===== src/rtl/vend_pkg.sv =====
// rtl/vend_pkg.sv - shared types, constants and helpers for the vending select core
//
// Purpose: state encoding, item/credit widths, default price table and small
//          arithmetic helpers used by vend_select_ctrl and its debouncers.
// Ports:   none (package).
package vend_pkg;

  localparam int NUM_ITEMS = 4;
  localparam int CREDIT_W  = 8;
  localparam int SEL_W     = $clog2(NUM_ITEMS);

  typedef enum logic [1:0] {
    IDLE     = 2'd0,
    SELECT   = 2'd1,
    DISPENSE = 2'd2
  } state_t;

  typedef logic [CREDIT_W-1:0] credit_t;
  typedef logic [NUM_ITEMS-1:0][CREDIT_W-1:0] price_arr_t;

  // Default prices: fries, burger, egg, coffee.
  localparam credit_t PRICE0_DEF = 8'd100;
  localparam credit_t PRICE1_DEF = 8'd150;
  localparam credit_t PRICE2_DEF = 8'd50;
  localparam credit_t PRICE3_DEF = 8'd75;

  function automatic price_arr_t build_prices(input credit_t p0, input credit_t p1,
                                              input credit_t p2, input credit_t p3);
    price_arr_t arr;
    arr[0] = p0;
    arr[1] = p1;
    arr[2] = p2;
    arr[3] = p3;
    return arr;
  endfunction

  localparam price_arr_t PRICES_DEF = build_prices(PRICE0_DEF, PRICE1_DEF, PRICE2_DEF, PRICE3_DEF);

  // Credit never wraps: clamp to all-ones on overflow.
  function automatic credit_t sat_add(input credit_t a, input credit_t b);
    logic [CREDIT_W:0] sum;
    sum = {1'b0, a} + {1'b0, b};
    return sum[CREDIT_W] ? {CREDIT_W{1'b1}} : sum[CREDIT_W-1:0];
  endfunction

  // Index of the lowest set bit; scanning high-to-low lets the lowest overwrite.
  function automatic logic [SEL_W-1:0] lowest_index(input logic [NUM_ITEMS-1:0] v);
    logic [SEL_W-1:0] idx;
    idx = '0;
    for (int i = NUM_ITEMS - 1; i >= 0; i--) begin
      if (v[i]) idx = SEL_W'(i);
    end
    return idx;
  endfunction

endpackage


===== src/rtl/switch_debouncer.sv =====
// rtl/switch_debouncer.sv - synchronizer, stable-count debouncer and rise detector for one switch
//
// Purpose: brings one raw switch into the clock domain, accepts a new level only
//          after it has been stable for DEB_CYCLES cycles, and flags accepted rises.
// Ports:
//   i_clk    in  clock
//   i_rst_n  in  asynchronous active-low reset
//   i_sw     in  raw asynchronous switch level
//   o_rise   out one-cycle pulse when the debounced level goes 0 -> 1
module switch_debouncer #(
  parameter int DEB_CYCLES = 250000
) (
  input  logic i_clk,
  input  logic i_rst_n,
  input  logic i_sw,
  output logic o_rise
);

  localparam int CNT_W = (DEB_CYCLES < 2) ? 1 : $clog2(DEB_CYCLES + 1);
  localparam logic [CNT_W-1:0] CNT_LAST = CNT_W'(DEB_CYCLES - 1);

  logic             r_sync1;
  logic             r_sync2;
  logic             r_deb;
  logic             r_rise;
  logic [CNT_W-1:0] r_cnt;

  always_ff @(posedge i_clk or negedge i_rst_n) begin
    if (!i_rst_n) begin
      r_sync1 <= 1'b0;
      r_sync2 <= 1'b0;
      r_deb   <= 1'b0;
      r_rise  <= 1'b0;
      r_cnt   <= '0;
    end else begin
      r_sync1 <= i_sw;
      r_sync2 <= r_sync1;
      r_rise  <= 1'b0;
      if (r_sync2 != r_deb) begin
        // The count covers consecutive differing cycles; this is the last one.
        if (r_cnt == CNT_LAST) begin
          r_deb  <= r_sync2;
          r_rise <= r_sync2;
          r_cnt  <= '0;
        end else begin
          r_cnt <= r_cnt + 1'b1;
        end
      end else begin
        // Any return to the accepted level restarts the stability window.
        r_cnt <= '0;
      end
    end
  end

  assign o_rise = r_rise;

endmodule


===== src/rtl/vend_select_ctrl.sv =====
// rtl/vend_select_ctrl.sv - vending control core: select arbitration, credit, dispense, frame-synced status
//
// Purpose: debounces item switches, picks one item, accumulates coin credit,
//          sequences a timed dispense and publishes a frame-synchronous highlight.
// Ports:
//   clk_25         in  pixel clock, sole clock
//   rst_n          in  asynchronous active-low reset
//   sw[3:0]        in  raw item switches
//   coin           in  coin-accepted level, one rise per coin
//   cancel         in  cancel button level
//   vsync_out      in  vertical sync, active low
//   disp_status    out one-hot highlighted item, updated once per frame
//   credit[7:0]    out current credit, saturating
//   dispense[3:0]  out one-cycle release pulse per item
//   change_valid   out one-cycle pulse qualifying change_amount
//   change_amount  out credit returned on cancel
//   busy           out high while dispensing
module vend_select_ctrl
  import vend_pkg::*;
#(
  parameter int      DEB_CYCLES      = 250000,
  parameter int      DISPENSE_CYCLES = 25000000,
  parameter int      COIN_VALUE      = 25,
  parameter credit_t PRICE0          = PRICE0_DEF,
  parameter credit_t PRICE1          = PRICE1_DEF,
  parameter credit_t PRICE2          = PRICE2_DEF,
  parameter credit_t PRICE3          = PRICE3_DEF
) (
  input  logic                 clk_25,
  input  logic                 rst_n,
  input  logic [NUM_ITEMS-1:0] sw,
  input  logic                 coin,
  input  logic                 cancel,
  input  logic                 vsync_out,
  output logic [NUM_ITEMS-1:0] disp_status,
  output logic [CREDIT_W-1:0]  credit,
  output logic [NUM_ITEMS-1:0] dispense,
  output logic                 change_valid,
  output logic [CREDIT_W-1:0]  change_amount,
  output logic                 busy
);

  localparam price_arr_t C_PRICES   = build_prices(PRICE0, PRICE1, PRICE2, PRICE3);
  localparam credit_t    C_COIN     = CREDIT_W'(COIN_VALUE);
  localparam int         DCNT_W     = (DISPENSE_CYCLES < 2) ? 1 : $clog2(DISPENSE_CYCLES + 1);
  localparam logic [DCNT_W-1:0] DCNT_LAST = DCNT_W'(DISPENSE_CYCLES - 1);

  // Switch debounce and select events
  logic [NUM_ITEMS-1:0] w_sw_rise;

  for (genvar gi = 0; gi < NUM_ITEMS; gi++) begin : g_deb
    switch_debouncer #(
      .DEB_CYCLES(DEB_CYCLES)
    ) u_deb (
      .i_clk  (clk_25),
      .i_rst_n(rst_n),
      .i_sw   (sw[gi]),
      .o_rise (w_sw_rise[gi])
    );
  end

  // Synchronizers plus one history flop each for edge detection
  logic r_coin_s1, r_coin_s2, r_coin_d;
  logic r_cancel_s1, r_cancel_s2, r_cancel_d;
  logic r_vs_s1, r_vs_s2, r_vs_d;
  logic r_vs_fall_d;

  always_ff @(posedge clk_25 or negedge rst_n) begin
    if (!rst_n) begin
      r_coin_s1   <= 1'b0;
      r_coin_s2   <= 1'b0;
      r_coin_d    <= 1'b0;
      r_cancel_s1 <= 1'b0;
      r_cancel_s2 <= 1'b0;
      r_cancel_d  <= 1'b0;
      r_vs_s1     <= 1'b0;
      r_vs_s2     <= 1'b0;
      r_vs_d      <= 1'b0;
    end else begin
      r_coin_s1   <= coin;
      r_coin_s2   <= r_coin_s1;
      r_coin_d    <= r_coin_s2;
      r_cancel_s1 <= cancel;
      r_cancel_s2 <= r_cancel_s1;
      r_cancel_d  <= r_cancel_s2;
      r_vs_s1     <= vsync_out;
      r_vs_s2     <= r_vs_s1;
      r_vs_d      <= r_vs_s2;
    end
  end

  logic w_coin_rise;
  logic w_cancel_rise;
  logic w_vs_fall;

  assign w_coin_rise   = r_coin_s2 & ~r_coin_d;
  assign w_cancel_rise = r_cancel_s2 & ~r_cancel_d;
  assign w_vs_fall     = r_vs_d & ~r_vs_s2;

  // FSM and datapath state
  state_t             r_state;
  logic [SEL_W-1:0]   r_sel;
  credit_t            r_credit;
  logic [NUM_ITEMS-1:0] r_dispense;
  logic               r_change_valid;
  credit_t            r_change_amount;
  logic               r_busy;
  logic [DCNT_W-1:0]  r_dcnt;
  logic [NUM_ITEMS-1:0] r_disp_status;

  logic             w_sel_evt;
  logic [SEL_W-1:0] w_sel_idx;
  logic [SEL_W-1:0] w_new_sel;
  credit_t          w_next_credit;
  credit_t          w_price;
  logic             w_can_buy;

  assign w_sel_evt     = |w_sw_rise;
  assign w_sel_idx     = lowest_index(w_sw_rise);
  assign w_new_sel     = w_sel_evt ? w_sel_idx : r_sel;
  // Credit including a coin landing this cycle; every purchase and refund uses it.
  assign w_next_credit = w_coin_rise ? sat_add(r_credit, C_COIN) : r_credit;
  assign w_price       = C_PRICES[w_new_sel];
  assign w_can_buy     = (w_next_credit >= w_price);

  always_ff @(posedge clk_25 or negedge rst_n) begin
    if (!rst_n) begin
      r_state         <= IDLE;
      r_sel           <= '0;
      r_credit        <= '0;
      r_dispense      <= '0;
      r_change_valid  <= 1'b0;
      r_change_amount <= '0;
      r_busy          <= 1'b0;
      r_dcnt          <= '0;
    end else begin
      r_dispense     <= '0;
      r_change_valid <= 1'b0;
      case (r_state)
        IDLE: begin
          if (w_cancel_rise) begin
            r_change_amount <= w_next_credit;
            r_change_valid  <= 1'b1;
            r_credit        <= '0;
            r_sel           <= '0;
          end else begin
            r_credit <= w_next_credit;
            if (w_sel_evt) begin
              r_sel   <= w_sel_idx;
              r_state <= SELECT;
            end
          end
        end
        SELECT: begin
          // Cancel outranks both a reselect and a purchase in the same cycle.
          if (w_cancel_rise) begin
            r_change_amount <= w_next_credit;
            r_change_valid  <= 1'b1;
            r_credit        <= '0;
            r_sel           <= '0;
            r_state         <= IDLE;
          end else if (w_can_buy) begin
            r_credit             <= w_next_credit - w_price;
            r_sel                <= w_new_sel;
            r_dispense[w_new_sel] <= 1'b1;
            r_busy               <= 1'b1;
            r_dcnt               <= '0;
            r_state              <= DISPENSE;
          end else begin
            r_credit <= w_next_credit;
            r_sel    <= w_new_sel;
          end
        end
        DISPENSE: begin
          // Only coins are honoured while the item is being released.
          r_credit <= w_next_credit;
          if (r_dcnt == DCNT_LAST) begin
            r_busy  <= 1'b0;
            r_dcnt  <= '0;
            r_state <= IDLE;
          end else begin
            r_dcnt <= r_dcnt + 1'b1;
          end
        end
        default: begin
          r_busy  <= 1'b0;
          r_state <= IDLE;
        end
      endcase
    end
  end

  // Highlight only changes at the start of vertical blanking so a frame never tears.
  always_ff @(posedge clk_25 or negedge rst_n) begin
    if (!rst_n) begin
      r_vs_fall_d   <= 1'b0;
      r_disp_status <= '0;
    end else begin
      r_vs_fall_d <= w_vs_fall;
      if (r_vs_fall_d) begin
        r_disp_status <= (r_state == IDLE) ? '0 : (NUM_ITEMS'(1) << r_sel);
      end
    end
  end

  assign disp_status   = r_disp_status;
  assign credit        = r_credit;
  assign dispense      = r_dispense;
  assign change_valid  = r_change_valid;
  assign change_amount = r_change_amount;
  assign busy          = r_busy;

endmodule


===== config.mk =====
export PLATFORM = sky130hd
export DESIGN_NAME = vend_select_ctrl
export DESIGN_NICKNAME = d
export VERILOG_FILES = /design/src/rtl/vend_pkg.sv /design/src/rtl/switch_debouncer.sv /design/src/rtl/vend_select_ctrl.sv
export SDC_FILE = /design/constraint.sdc
export NUM_CORES = 1
export LEC_CHECK = 0
export CORE_MARGIN = 2
export CORE_UTILIZATION = 60
export DETAILED_ROUTE_END_ITERATION = 7
export GPL_TIMING_DRIVEN = 0
export PLACE_DENSITY = 0.77
export SLEW_MARGIN = 0
export SYNTH_ARGS = -nofsm -noshare
export SYNTH_HDL_FRONTEND = slang
export SYNTH_SLANG_ARGS = --single-unit

===== constraint.sdc =====
create_clock -name clk_25 -period 6.85 [get_ports clk_25]
set_clock_uncertainty 0.2 [all_clocks]
set_input_delay 2.055 -clock clk_25 [delete_from_list [all_inputs] [get_ports clk_25]]
set_output_delay 2.055 -clock clk_25 [all_outputs]
set_load 0.01 [all_outputs]

# [Yosys cells after proc, flatten, opt, wreduce, memory -nomap -nowiden]
# Cells that the tools add are included.
[op_classes] addsub=7 magnitude_cmp=3 eq_ne=17 n_shift=1 mux=52 bitwise_logic=7 n_reduce_logical=14
[ops] op="$mux 18" n=8
[ops] op="$mux 25" n=3
[ops] op="$add 18x1->18 const B" n=4
[ops] op="$eq 18x18->1 const B" n=4
[ops] op="$pmux 25 s2" n=1
[ops] op="$mux 8" n=6
[ops] op="$add 25x1->25 const B" n=1
[ops] op="$eq 25x25->1 const B" n=1
[ops] op="$pmux 8 s3" n=1
[ops] op="$mux 2" n=11
[ops] op="$bmux 8 s2" n=1
[ops] op="$mux 4" n=4
[ops] op="$mux 1" n=14
[ops] op="$ne 2x2->1 const B" n=5
[ops] op="$reduce_and 2->1" n=5
[ops] op="$add 8x5->9 const B" n=1
[ops] op="$ge 8x8->1" n=1
[ops] op="$reduce_and 4->1" n=2
[ops] op="$sub 8x8->8" n=1
[ops] op="$pmux 2 s3" n=1
[ops] op="$ne 1x1->1" n=4
[ops] op="$not 1->1" n=4
[ops] op="$reduce_or 4->1" n=1
[ops] op="$shl 1x2->4 const A" n=1
[ops] op="14 further kinds" n=16
[word_totals] regBits=153 in_bits=9 output_inout_bits=26 elab_cells=140

# [Logic depth before layout (Yosys ltp)]
# Gate-level depths: netlist of the first run.
[depth] word_depth=12 ltp_mapped=16 ltp_nobuf=14

# [Modules after synthesis]
# From an unflattened synthesis of the first run, not the netlist that was laid out.
[unflattened] cells_unflattened=794 area_unflattened_um2=8044.0
[modules_own_cells] module="switch_debouncer" n_inst=4 cells_each=100 area_per_inst_um2=1059.8
[modules_own_cells] module="vend_select_ctrl" n_inst=1 cells_each=394 area_per_inst_um2=3804.9

# [Worst setup path before layout of the first run]
# No wires, ideal clock.
[synth_path] path_kind="flip-flop to flip-flop" start="register r_credit[0] (netlist: credit[0])" end="register r_dcnt[8]" setup_time_ns=0.130 arrival_time_ns=3.481 path_slack_ns=3.039 path_stages_with_launch=16 synth_period_minus_slack_ns=3.811 path_cell_list="dfrtp_1 ha_1 a211oi_1 o21ai_0 a21oi_1 ha_1 inv_1 fa_1 a21o_1 a211oi_2 o21ai_4 a31oi_4 or2_1 buf_2 buf_6 o31ai_2"
[synth_via] elab_chain_cells=6
[synth_rtl] element="from (decl)" line_no="vend_select_ctrl.sv:103" rtl="credit_t r_credit;"
[synth_rtl] element="from (signal assigned)" line_no="vend_select_ctrl.sv:147" rtl="r_credit <= w_next_credit;"
[synth_rtl] element="from (signal assigned)" line_no="vend_select_ctrl.sv:163" rtl="r_credit <= w_next_credit - w_price;"
[synth_rtl] element="from (signal assigned)" line_no="vend_select_ctrl.sv:170" rtl="r_credit <= w_next_credit;"
[synth_rtl] element="$add 8x5->9" line_no="vend_pkg.sv:42" rtl="sum = {1'b0, a} + {1'b0, b};"
[synth_rtl] element="$mux 8" line_no="vend_pkg.sv:43" rtl="return sum[CREDIT_W] ? {CREDIT_W{1'b1}} : sum[CREDIT_W-1:0];"
[synth_rtl] element="$mux 8 (*)" line_no="vend_select_ctrl.sv:122" rtl="assign w_next_credit = w_coin_rise ? sat_add(r_credit, C_COIN) : r_credit;"
[synth_rtl] element="$ge 8x8->1 (*)" line_no="vend_select_ctrl.sv:124" rtl="assign w_can_buy = (w_next_credit >= w_price);"
[synth_rtl] element="$ne 2x2->1 (no source line) (*)"
[synth_rtl] element="$reduce_and 3->1 (no source line) (*)"
[synth_rtl] element="to (signal assigned)" line_no="vend_select_ctrl.sv:182" rtl="r_dcnt <= r_dcnt + 1'b1;"
[synth_rtl] element="to (decl)" line_no="vend_select_ctrl.sv:108" rtl="logic [DCNT_W-1:0] r_dcnt;"
# Mark *: on every way between the ends. The rest lies on a longest branch, timed or not.
# A chain may end at the register's enable or synchronous reset.

# [Worst setup path in the final report of the first run]
[layout_path] start="register r_credit[0] (netlist: credit[0])" end="register r_dcnt[23]"
# The elaborated chain is that of the path after synthesis.

==> results of run 1 <==
final cells by class:
type / count / area [um^2]
well taps: 168 / 210
multi-input cells: 559 / 3530
flip-flops and latches: 153 / 3830
plain buffers: 15 / 86.3
clock buffers: 19 / 443
inverters: 29 / 109
repair buffers: 35 / 369
clock inverters: 13 / 120
fillers: 873 / 3470
per-layer routing:
| layer | wire [um] | vias to the layer above | global-route usage [%] |
|---|---|---|---|
| met2 | 8030 | 149 | 44.1 |
| li1 | - | 2757 | - |
| met3 | 615 | 39 | 5.60 |
| met5 | 0 | - | 0 |
| met1 | 6640 | 2857 | 30.1 |
| met4 | 374 | 0 | 10.4 |
where the power goes:
group	switching [mW]	internal, mW	total [mW]
clock	0.381	0.512	0.893
sequential	0.0233	0.928	0.951
combinational	0.0883	0.0654	0.154
total	0.493	1.50	2.00
layout by cell type (no fill, tap or decap), drive strengths merged, types with 12 or more instances in the layout:
cell type,count
a21oi,12
clkbuf,27
nor2,115
clkdlybuf4s50,33
dfrtp,153
o31ai,18
nor2b,13
inv,33
and3,15
nand2,59
nand3,46
nor3,13
nand4,20
o21ai,47
xor2,41
xnor2,32
ha,22
Yosys cell counts (12+ instances only):
library cell and number:
xnor2_1 32, dfrtp_1 153, and3_1 15, o31ai_2 13, nor2b_1 13, nor3_1 12
nor2_1 115, xor2_1 41, ha_1 22, nand4_1 20, a21oi_1 12, nand3_1 46
nand2_1 59, o21ai_0 41, inv_1 29
metrics by stage:
| step | util, % | power (mW) | hold WS [ns] | worst slack, ns |
|---|---|---|---|---|
| floorplan | - | 1.04 | 0.131 | 3.04 |
| global placement | 66.6 | 1.11 | 0.132 | -2.34 |
| detailed placement | 66.9 | 1.12 | 0.139 | 2.38 |
| CTS | 71.5 | 2.01 | 0.153 | 2.31 |
| global route | 71.5 | 2.07 | 0.157 | 1.94 |
| finish | 71.5 | 2.00 | 0.149 | 2.22 |
cell families (layout without fill, tap and decap cells):
logic type,Yosys count,in the layout
AO/OA/AOI/OAI,119,119
XOR/XNOR,73,73
adder cells (fa/ha/maj),23,23
buffers and inverters,44,111
flip-flops,153,153
multiplexers,8,8
AND/OR/NAND/NOR,336,336
worst max-delay path, delay by kind of cell, from the launching register on:
| kind | cells | cell delay [ns] |
|---|---|---|
| AOI/OAI and AO/OA | 9 | 2.50 |
| adders and majority gates | 3 | 0.91 |
| buffers and inverters | 2 | 0.47 |
| DFF | 1 | 0.46 |
registers in the layout (all words and copies together), names as in the netlist, 4 cells and up:
name / count
g_deb.u_deb.r_cnt: 72
r_dcnt: 25
change_amount: 8
credit: 8
disp_status: 4
dispense: 4
g_deb.u_deb.o_rise: 4
g_deb.u_deb.r_deb: 4
g_deb.u_deb.r_sync1: 4
g_deb.u_deb.r_sync2: 4
worst min path at each step:
stage	end	slack, ns	depth (start not counted)
after global routing	g_deb[3].u_deb.r_sync2$_DFF_PN0_	0.16	0
after global placement	g_deb[3].u_deb.r_sync2$_DFF_PN0_	0.13	0
after CTS	g_deb[1].u_deb.r_sync2$_DFF_PN0_	0.15	0
after floorplan	g_deb[0].u_deb.r_sync2$_DFF_PN0_	0.13	0
final	g_deb[1].u_deb.r_sync2$_DFF_PN0_	0.15	0
after detailed placement	g_deb[1].u_deb.r_sync2$_DFF_PN0_	0.14	0
==> results.cfg, run 1 <==
[grt]
antenna_found_initial = 0
grt_pass1_vias = 5876
grt_max_degree = 94
grt_usage_pct = 25.1
grt_pass1_wl_mm = 26.8
overflow = 0

[clocking]
cts_buffer_depth = 2
post_cts_buffers = 0
clock_latency_ns = 0.44
cts-root-buf = clkbuf_16
clkSinkCount = 153
cts_buffers = 17
htreeDepth = 4
clk_pin_slew_worst_paths_ns = 0.06
cts_tree = built
holdBufCountCts = 0
cts-resized-gates = 0

[sta]
finalMaxSlewViolations = 0
worst_slew_pin_slew_ns = 0.845
hold_viol = 0
slew-limit-headroom_pct = 43.2
grt_setup_unrepaired = false
period_share_pct = 67.7
fin_crit_ns = 4.63
max_freq_mhz = 216
finalSetupTns_ns = 0
finalSetupViolations = 0

[worst_setup_path]
crit_path_end_kind = register
critPathKind = register to register
cp_max_fo = 10
critPathCapture = r_dcnt[23]$_DFFE_PN0P_
cp_slowest_cell = a211oi_1
timing.critical_path.from = credit[0]$_DFFE_PN0P_
r2r_cells = 14
cp.arrival_ns = 4.77
cp_data_required_time_ns = 6.99
r2r_slack_ns = 2.22
path_cells = ha_1 -> a211oi_1 -> o21ai_0 -> a21oi_1 -> ha_1 -> inv_1 -> fa_1 -> a21o_1 -> a211oi_2 -> o21ai_4 -> a31oi_4 -> clkbuf_1 -> o21ai_0 -> o31ai_2
reg2reg_from = credit[0]$_DFFE_PN0P_
critPathMaxStageDelay_ns = 0.52
startpoint_type = register
reg2reg_to = r_dcnt[23]$_DFFE_PN0P_

[yosys]
async_reset_ff_share_pct = 100
yosys_warnings = 0
synth_area_leaders = dfrtp_1, nor2_1, xor2_1
synth-seq-cells = 153
yosysUniqueCellTypes = 59
synth_fp_nets = 788
syn_inst = 756
synth_top_area_cell = dfrtp_1
synthSimpleGateAreaFrac_pct = 21.9
synth_adder_area_share_pct = 3.91
synthDominantCellAreaShare_pct = 50.7
yosysSeqAreaShare_pct = 50.7
avgSynthCellArea_um2 = 9.99
synthFlopType = dfrtp_1
synth_edf_count = 0
muxShareOfSynthArea_pct = 1.16
synth_compound_area_share_pct = 11.3
synthXorXnorAreaFrac_pct = 8.47
synth_area_um2 = 7550
synth_top_family_by_area = simple AND/OR/NAND/NOR gates

[job]
max-cap-violations = 0

[drt]
drc_errors = 0
vias = 5802
antenna_left = 0
drt_pass1_iterations = 5
drt_iter0_markers = 465
wl_mm = 15.7
wl_per_cell_um = 15.8
vias_per_cell = 5.85

[place]
dpl_cell_area_um2 = 8130
gp_congestion = 0.852
portBuffers = 34
dp_cells = 959
hpwl_mm = 10.6

[power_and_ir_drop]
ir_worst_vdd_v = 0.000170
powerDensity_nw_per_um2 = 230
p_leak_nw = 3.72

[finish]
drive_gt1_share_pct = 8.26
final_nets = 842
area_delta_synth_final_pct = 15.1
final_cell_area_um2 = 8690
antenna_cells = 0
finalNonFillerCells = 991

[die]
die_area_um2 = 13500
row_count = 40
die_w_um = 116
io_pins = 35
die_y_um = 116
start_util_pct = 62.1
core_um2 = 12200

[run_status]
status = finished, final reports clean

[min_path]
min_path_type = register to register
min_from = g_deb[1].u_deb.r_sync1$_DFF_PN0_
Note: power is estimated with default switching activity, not from simulation.
==> run 2: changes to the inputs <==
--- a/config.mk
+++ b/config.mk
@@ -6,10 +6,10 @@
 export NUM_CORES = 1
 export LEC_CHECK = 0
 export CORE_MARGIN = 2
-export CORE_UTILIZATION = 60
+export CORE_UTILIZATION = 55
 export DETAILED_ROUTE_END_ITERATION = 7
 export GPL_TIMING_DRIVEN = 0
-export PLACE_DENSITY = 0.77
+export PLACE_DENSITY = 0.75
 export SLEW_MARGIN = 0
 export SYNTH_ARGS = -nofsm -noshare
 export SYNTH_HDL_FRONTEND = slang
==> constraint.sdc (replaced) <==
create_clock -name clk_25 -period 3.7 [get_ports clk_25]
set_clock_uncertainty 0.2 [all_clocks]
set_input_delay 1.11 -clock clk_25 [delete_from_list [all_inputs] [get_ports clk_25]]
set_output_delay 1.11 -clock clk_25 [all_outputs]
set_load 0.01 [all_outputs]
==> run 2 against run 1 <==
Setup slack got worse by 2.1 ns; clock-buffer cell count fell by 1; non-clock buffer count up 8; sequential power grew 85%; via count fell by 0.40%; flip-flop and latch count unchanged; final cell count is 1.6% higher; register-to-register slack lost 2.1 ns; critical endpoint is now r_dcnt[11]$_DFFE_PN0P_.
==> results.cfg, run 2 (synthesized netlist as in run 1, its figures left out) <==
[power_and_ir_drop]
pwr-share-seq_pct = 45.0
p_int_mw = 3.01
switching_share_pct = 23.2
ir_worst_vdd_v = 0.000399
p_leak_nw = 3.82
power.switching_mw = 0.906
powerDensity_nw_per_um2 = 439
power_mw = 3.91
combPwrFrac_pct = 7.7
clock_power_share_pct = 47.3

[die]
io_pins = 35
core_um2 = 13300
start_util_pct = 56.6
die_area_um2 = 14700
row_count = 42
die_w_um = 121
die_y_um = 121

[min_path]
min_path_type = register to register
min_from = r_coin_s1$_DFF_PN0_

[place]
gp_congestion = 0.906
hpwl_mm = 10.7
pre_cts_ws_ns = -0.547
portBuffers = 34

[clocking]
cts-root-buf = clkbuf_16
clock_latency_ns = 0.43
cts_buffers = 17
clkSinkCount = 153
cts_buffer_depth = 2
cts_tree = built
htreeDepth = 4
clk_pin_slew_worst_paths_ns = 0.06

[finish]
drive_gt1_share_pct = 11.0
regMostFlops = g_deb.u_deb.r_cnt
final_nets = 850
regArea_um2 = 3830
num-fill-cells = 999
multiInputGateArea_um2 = 3580
top_regs = g_deb.u_deb.r_cnt x72, r_dcnt x25
area_delta_synth_final_pct = 18.1
antenna_cells = 0
largest_reg_flops = 72
layout_commonest_cell = dfrtp_1
layout_common_cells = dfrtp_1, nor2_1, nand2_1

[grt]
grt_max_degree = 103
grt_usage_pct = 23.1
grt_pass1_vias = 5851
grt_pass1_wl_mm = 27.2
overflow = 0
antenna_found_initial = 0

[drt]
vias = 5779
wl_per_cell_um = 15.7
antenna_left = 0
drt_iter0_markers = 467
drc_errors = 0
drt_pass1_iterations = 5
vias_per_cell = 5.74
wl_mm = 15.8

[run_status]
status = finished, final reports clean

[job]
max-cap-violations = 0

[sta]
layout_setup_ws_ns = 0.150
finalMaxSlewViolations = 0
fin_crit_ns = 3.55
finalSetupViolations = 0
max_freq_mhz = 282
slew-limit-headroom_pct = 41.6
hold_viol = 0
worst_slew_pin_slew_ns = 0.867
period_share_pct = 95.9
finalSetupTns_ns = 0

[worst_setup_path]
cp.arrival_ns = 3.68
timing.critical_path.from = credit[0]$_DFFE_PN0P_
startpoint_type = register
crit_path_end_kind = register
critPathKind = register to register
reg2reg_from = credit[0]$_DFFE_PN0P_
cp_max_fo = 10
cp_data_required_time_ns = 3.83
## run 2: cell count changes in the layout (fill, tap and decap cells not counted), moves of 3 or more
cell / change
o21ai_0: -4
bufinv_16: +3
clkbuf_1: -3
clkinv_4: +3
clkinvlp_4: -4
ha_1: -3
buf_4: +9
o21ai_1: +3
## run 2: path summary, 6_finish.rpt
kind / end / slack [ns] / depth (start not counted)
max: r_dcnt[11]$_DFFE_PN0P_ / 0.15 / 16
min: r_coin_s2$_DFF_PN0_ / 0.15 / 0
max reg2reg: r_dcnt[11]$_DFFE_PN0P_ / 0.15 / 16
min reg2reg: r_coin_s2$_DFF_PN0_ / 0.15 / 0
max in group asynchronous: g_deb[0].u_deb.r_cnt[0]$_DFF_PN0_ / 2.02 / 2
min in group asynchronous: r_dcnt[14]$_DFFE_PN0P_ / 0.43 / 1
## run 2: metrics by stage
step / hold slack (ns) / util [%] / std cells / area (um^2)
3_3_place_gp: 0.131 / 60.8 / 966 / 8120
6_report: 0.147 / 66.8 / 1007 / 8920
3_5_place_dp: 0.137 / 61.0 / 967 / 8150
5_1_grt: 0.158 / 66.8 / 1007 / 8920
2_1_floorplan: 0.131 / - / 756 / 7560
4_1_cts: 0.148 / 66.3 / 1005 / 8850
## run 2: area by class of cell
cell class                 instances  share of cell area (%)
buffer                            15                    1.22
clock buffer                      18                    4.93
clock inverter                    14                    2.19
inverter                          29                    1.22
multi-input combinational        559                    40.2
sequential                       153                    43.0
tap                              176                    2.47
timing repair buffer              43                    4.81
## run 2: critical path, cell delays in order, from the launching register on
cell and delay [ns]:
dfrtp_2 0.44, ha_2 0.23, a211oi_4 0.26, nor2_1 0.11, nor2_1 0.11, nor2_1 0.07
o22ai_2 0.19, inv_1 0.07, ha_2 0.38, and4_1 0.21, a211oi_2 0.06, o21ai_4 0.21
a31oi_4 0.12, or2_1 0.23, buf_4 0.18, buf_12 0.16, o31ai_2 0.23
## run 2: what timing repair did
item | CTS | global route
hold buffers | 0 | 0
setup endpoints to repair | 34 | 32
gates resized for setup | 9 | 17
setup buffers | 6 | 2
pin swaps | 4 | 3
## run 2: routing by layer
| metal | track usage [%] | share of wire, % |
|---|---|---|
| met5 | 0 | 0 |
| met4 | 7.97 | 2.0 |
| met3 | 5.55 | 4.2 |
| met2 | 38.2 | 49 |
| met1 | 29.8 | 44 |
## run 2: power groups by stage
| stage | clock network (mW) | logic (mW) | registers (mW) |
|---|---|---|---|
| finish | 1.85 | 0.301 | 1.76 |
| global route | 1.96 | 0.338 | 1.77 |
| CTS | 1.88 | 0.293 | 1.76 |
| detailed placement | 0 | 0.282 | 1.79 |
| global placement | 0 | 0.270 | 1.79 |
| floorplan | 0 | 0.141 | 1.79 |
==> run 3: changes to the inputs <==
--- a/config.mk
+++ b/config.mk
@@ -7,9 +7,10 @@
 export LEC_CHECK = 0
 export CORE_MARGIN = 2
 export CORE_UTILIZATION = 55
+export CTS_CLUSTER_SIZE = 40
 export DETAILED_ROUTE_END_ITERATION = 7
 export GPL_TIMING_DRIVEN = 0
-export PLACE_DENSITY = 0.75
+export PLACE_DENSITY = 0.77
 export SLEW_MARGIN = 0
 export SYNTH_ARGS = -nofsm -noshare
 export SYNTH_HDL_FRONTEND = slang
==> run 3 against run 2 <==
Global-route usage decreased by 0.23 points; sequential power about the same; clock-buffer cell count unchanged; via count increased by 1.9%; maximum frequency decreased by 1.6%; non-clock buffer count increased by 4; design area decreased by 0.76%; largest power group is now sequential cells.
==> results.cfg, run 3 (synthesized netlist as in run 1, its figures left out) <==
[clocking]
cts_buffers = 17
clk_pin_slew_worst_paths_ns = 0.06
cts-root-buf = clkbuf_16
holdBufCountCts = 0
clkSinkCount = 153
cts_buffer_depth = 2
htreeDepth = 4
clock_latency_ns = 0.43
cts_tree = built

[sta]
slew-limit-headroom_pct = 50.9
finalMaxSlewViolations = 0
period_share_pct = 97.5
max_freq_mhz = 277
layout_setup_ws_ns = 0.0918
fin_crit_ns = 3.61
holdWs_ns = 0.147
finalSetupViolations = 0
finalSetupTns_ns = 0
worst_slew_pin_slew_ns = 0.730
hold_viol = 0

[worst_setup_path]
cp.arrival_ns = 3.73
reg2reg_from = credit[0]$_DFFE_PN0P_
critPathKind = register to register
path_common_cell = nor2_1
r2r_cells = 16
critPathCapture = r_dcnt[23]$_DFFE_PN0P_
r2r_slack_ns = 0.09
cp_slowest_cell = dfrtp_2
timing.critical_path.from = credit[0]$_DFFE_PN0P_
startpoint_type = register
cp_max_fo = 10
path_cells = ha_4 -> a211oi_4 -> nor2_1 -> nor2_1 -> nor2_1 -> o22ai_2 -> inv_1 -> ha_2 -> and4_1 -> a211oi_2 -> o21ai_4 -> a31oi_4 -> or2_1 -> buf_4 -> buf_8 -> o31ai_2
cp_data_required_time_ns = 3.82
reg2reg_to = r_dcnt[23]$_DFFE_PN0P_
critPathMaxStageDelay_ns = 0.45
crit_path_end_kind = register

[finish]
layout_common_cells = dfrtp_1, nor2_1, nand2_1
drive_gt1_share_pct = 11.5
antenna_cells = 0
regArea_um2 = 3830
final_nets = 854
num-fill-cells = 974
multiInputGateArea_um2 = 3590
layout_commonest_cell = dfrtp_1
finalNonFillerCells = 1009
post-route-util_pct = 66.3
largest_reg_flops = 72
final_cell_area_um2 = 8850
area_delta_synth_final_pct = 17.2
top_regs = g_deb.u_deb.r_cnt x72, r_dcnt x25
regMostFlops = g_deb.u_deb.r_cnt

[grt]
grt_pass1_vias = 5876
grt_usage_pct = 22.8
overflow = 0
antenna_found_initial = 0
grt_max_degree = 89
grt_pass1_wl_mm = 26.8

[die]
die_area_um2 = 14700
die_w_um = 121
start_util_pct = 56.6
row_count = 42
io_pins = 35
core_um2 = 13300
die_y_um = 121

[power_and_ir_drop]
powerDensity_nw_per_um2 = 414
p_leak_nw = 3.78
power_mw = 3.66
ir_worst_vdd_v = 0.000365

[min_path]
min_path_type = register to register
min_path_cells = 0

[drt]
drt_pass1_iterations = 7
antenna_left = 0
vias_per_cell = 5.84
wl_per_cell_um = 15.8
drt_iter0_markers = 573
vias = 5888
drc_errors = 0
wl_mm = 15.9

[place]
hpwl_mm = 10.8
dpl_cell_area_um2 = 8150
dp_cells = 967
gp_congestion = 0.900
pre_cts_ws_ns = -0.540
portBuffers = 34

[job]
max-cap-violations = 0

[run_status]
status = finished, final reports clean
## run 3: layer usage
layer | vias up | track usage (%) | wire length (um)
met5 | - | 0 | 0
met4 | 0 | 9.20 | 372
met3 | 39 | 5.55 | 617
met2 | 172 | 38.7 | 8160
met1 | 2903 | 28.1 | 6790
li1 | 2774 | - | -
## run 3: worst min path at each step
stage	from	end	slack (ns)
after floorplan	g_deb[0].u_deb.r_sync1$_DFF_PN0_	g_deb[0].u_deb.r_sync2$_DFF_PN0_	0.13
after global placement	g_deb[1].u_deb.r_sync1$_DFF_PN0_	g_deb[1].u_deb.r_sync2$_DFF_PN0_	0.13
after detailed placement	g_deb[3].u_deb.r_sync1$_DFF_PN0_	g_deb[3].u_deb.r_sync2$_DFF_PN0_	0.13
after CTS	g_deb[3].u_deb.r_sync1$_DFF_PN0_	g_deb[3].u_deb.r_sync2$_DFF_PN0_	0.15
after global routing	g_deb[1].u_deb.r_sync1$_DFF_PN0_	g_deb[1].u_deb.r_sync2$_DFF_PN0_	0.16
final	g_deb[3].u_deb.r_sync1$_DFF_PN0_	g_deb[3].u_deb.r_sync2$_DFF_PN0_	0.15
## run 3: cell type report
cell class,instances,area share (%)
timing repair buffer,48,5.27
tap,176,2.49
multi-input combinational,559,40.6
inverter,29,1.23
sequential,153,43.3
buffer,14,1.06
clock buffer,18,4.85
clock inverter,12,1.17
## run 3: critical path, delay by kind of cell (launching register included)
kind	cells	cell delay, ns
buffers and inverters	3	0.39
flip-flops	1	0.45
AO/OA/AOI/OAI	6	1.16
adder cells (fa/ha/maj)	2	0.58
AND/OR/NAND/NOR	5	0.73
## run 3: where the power goes
group	switching [mW]	internal [mW]
sequential	0.0458	1.72
combinational	0.171	0.143
clock	0.669	0.913
## run 3: repair_timing
| item | 4_1_cts | 5_1_grt |
|---|---|---|
| endpoints found under the setup margin | 35 | 32 |
| setup buffers | 7 | 6 |
| pin swaps | 4 | 7 |
| endpoints found under the hold margin | 0 | 0 |
| gates resized for setup | 9 | 17 |
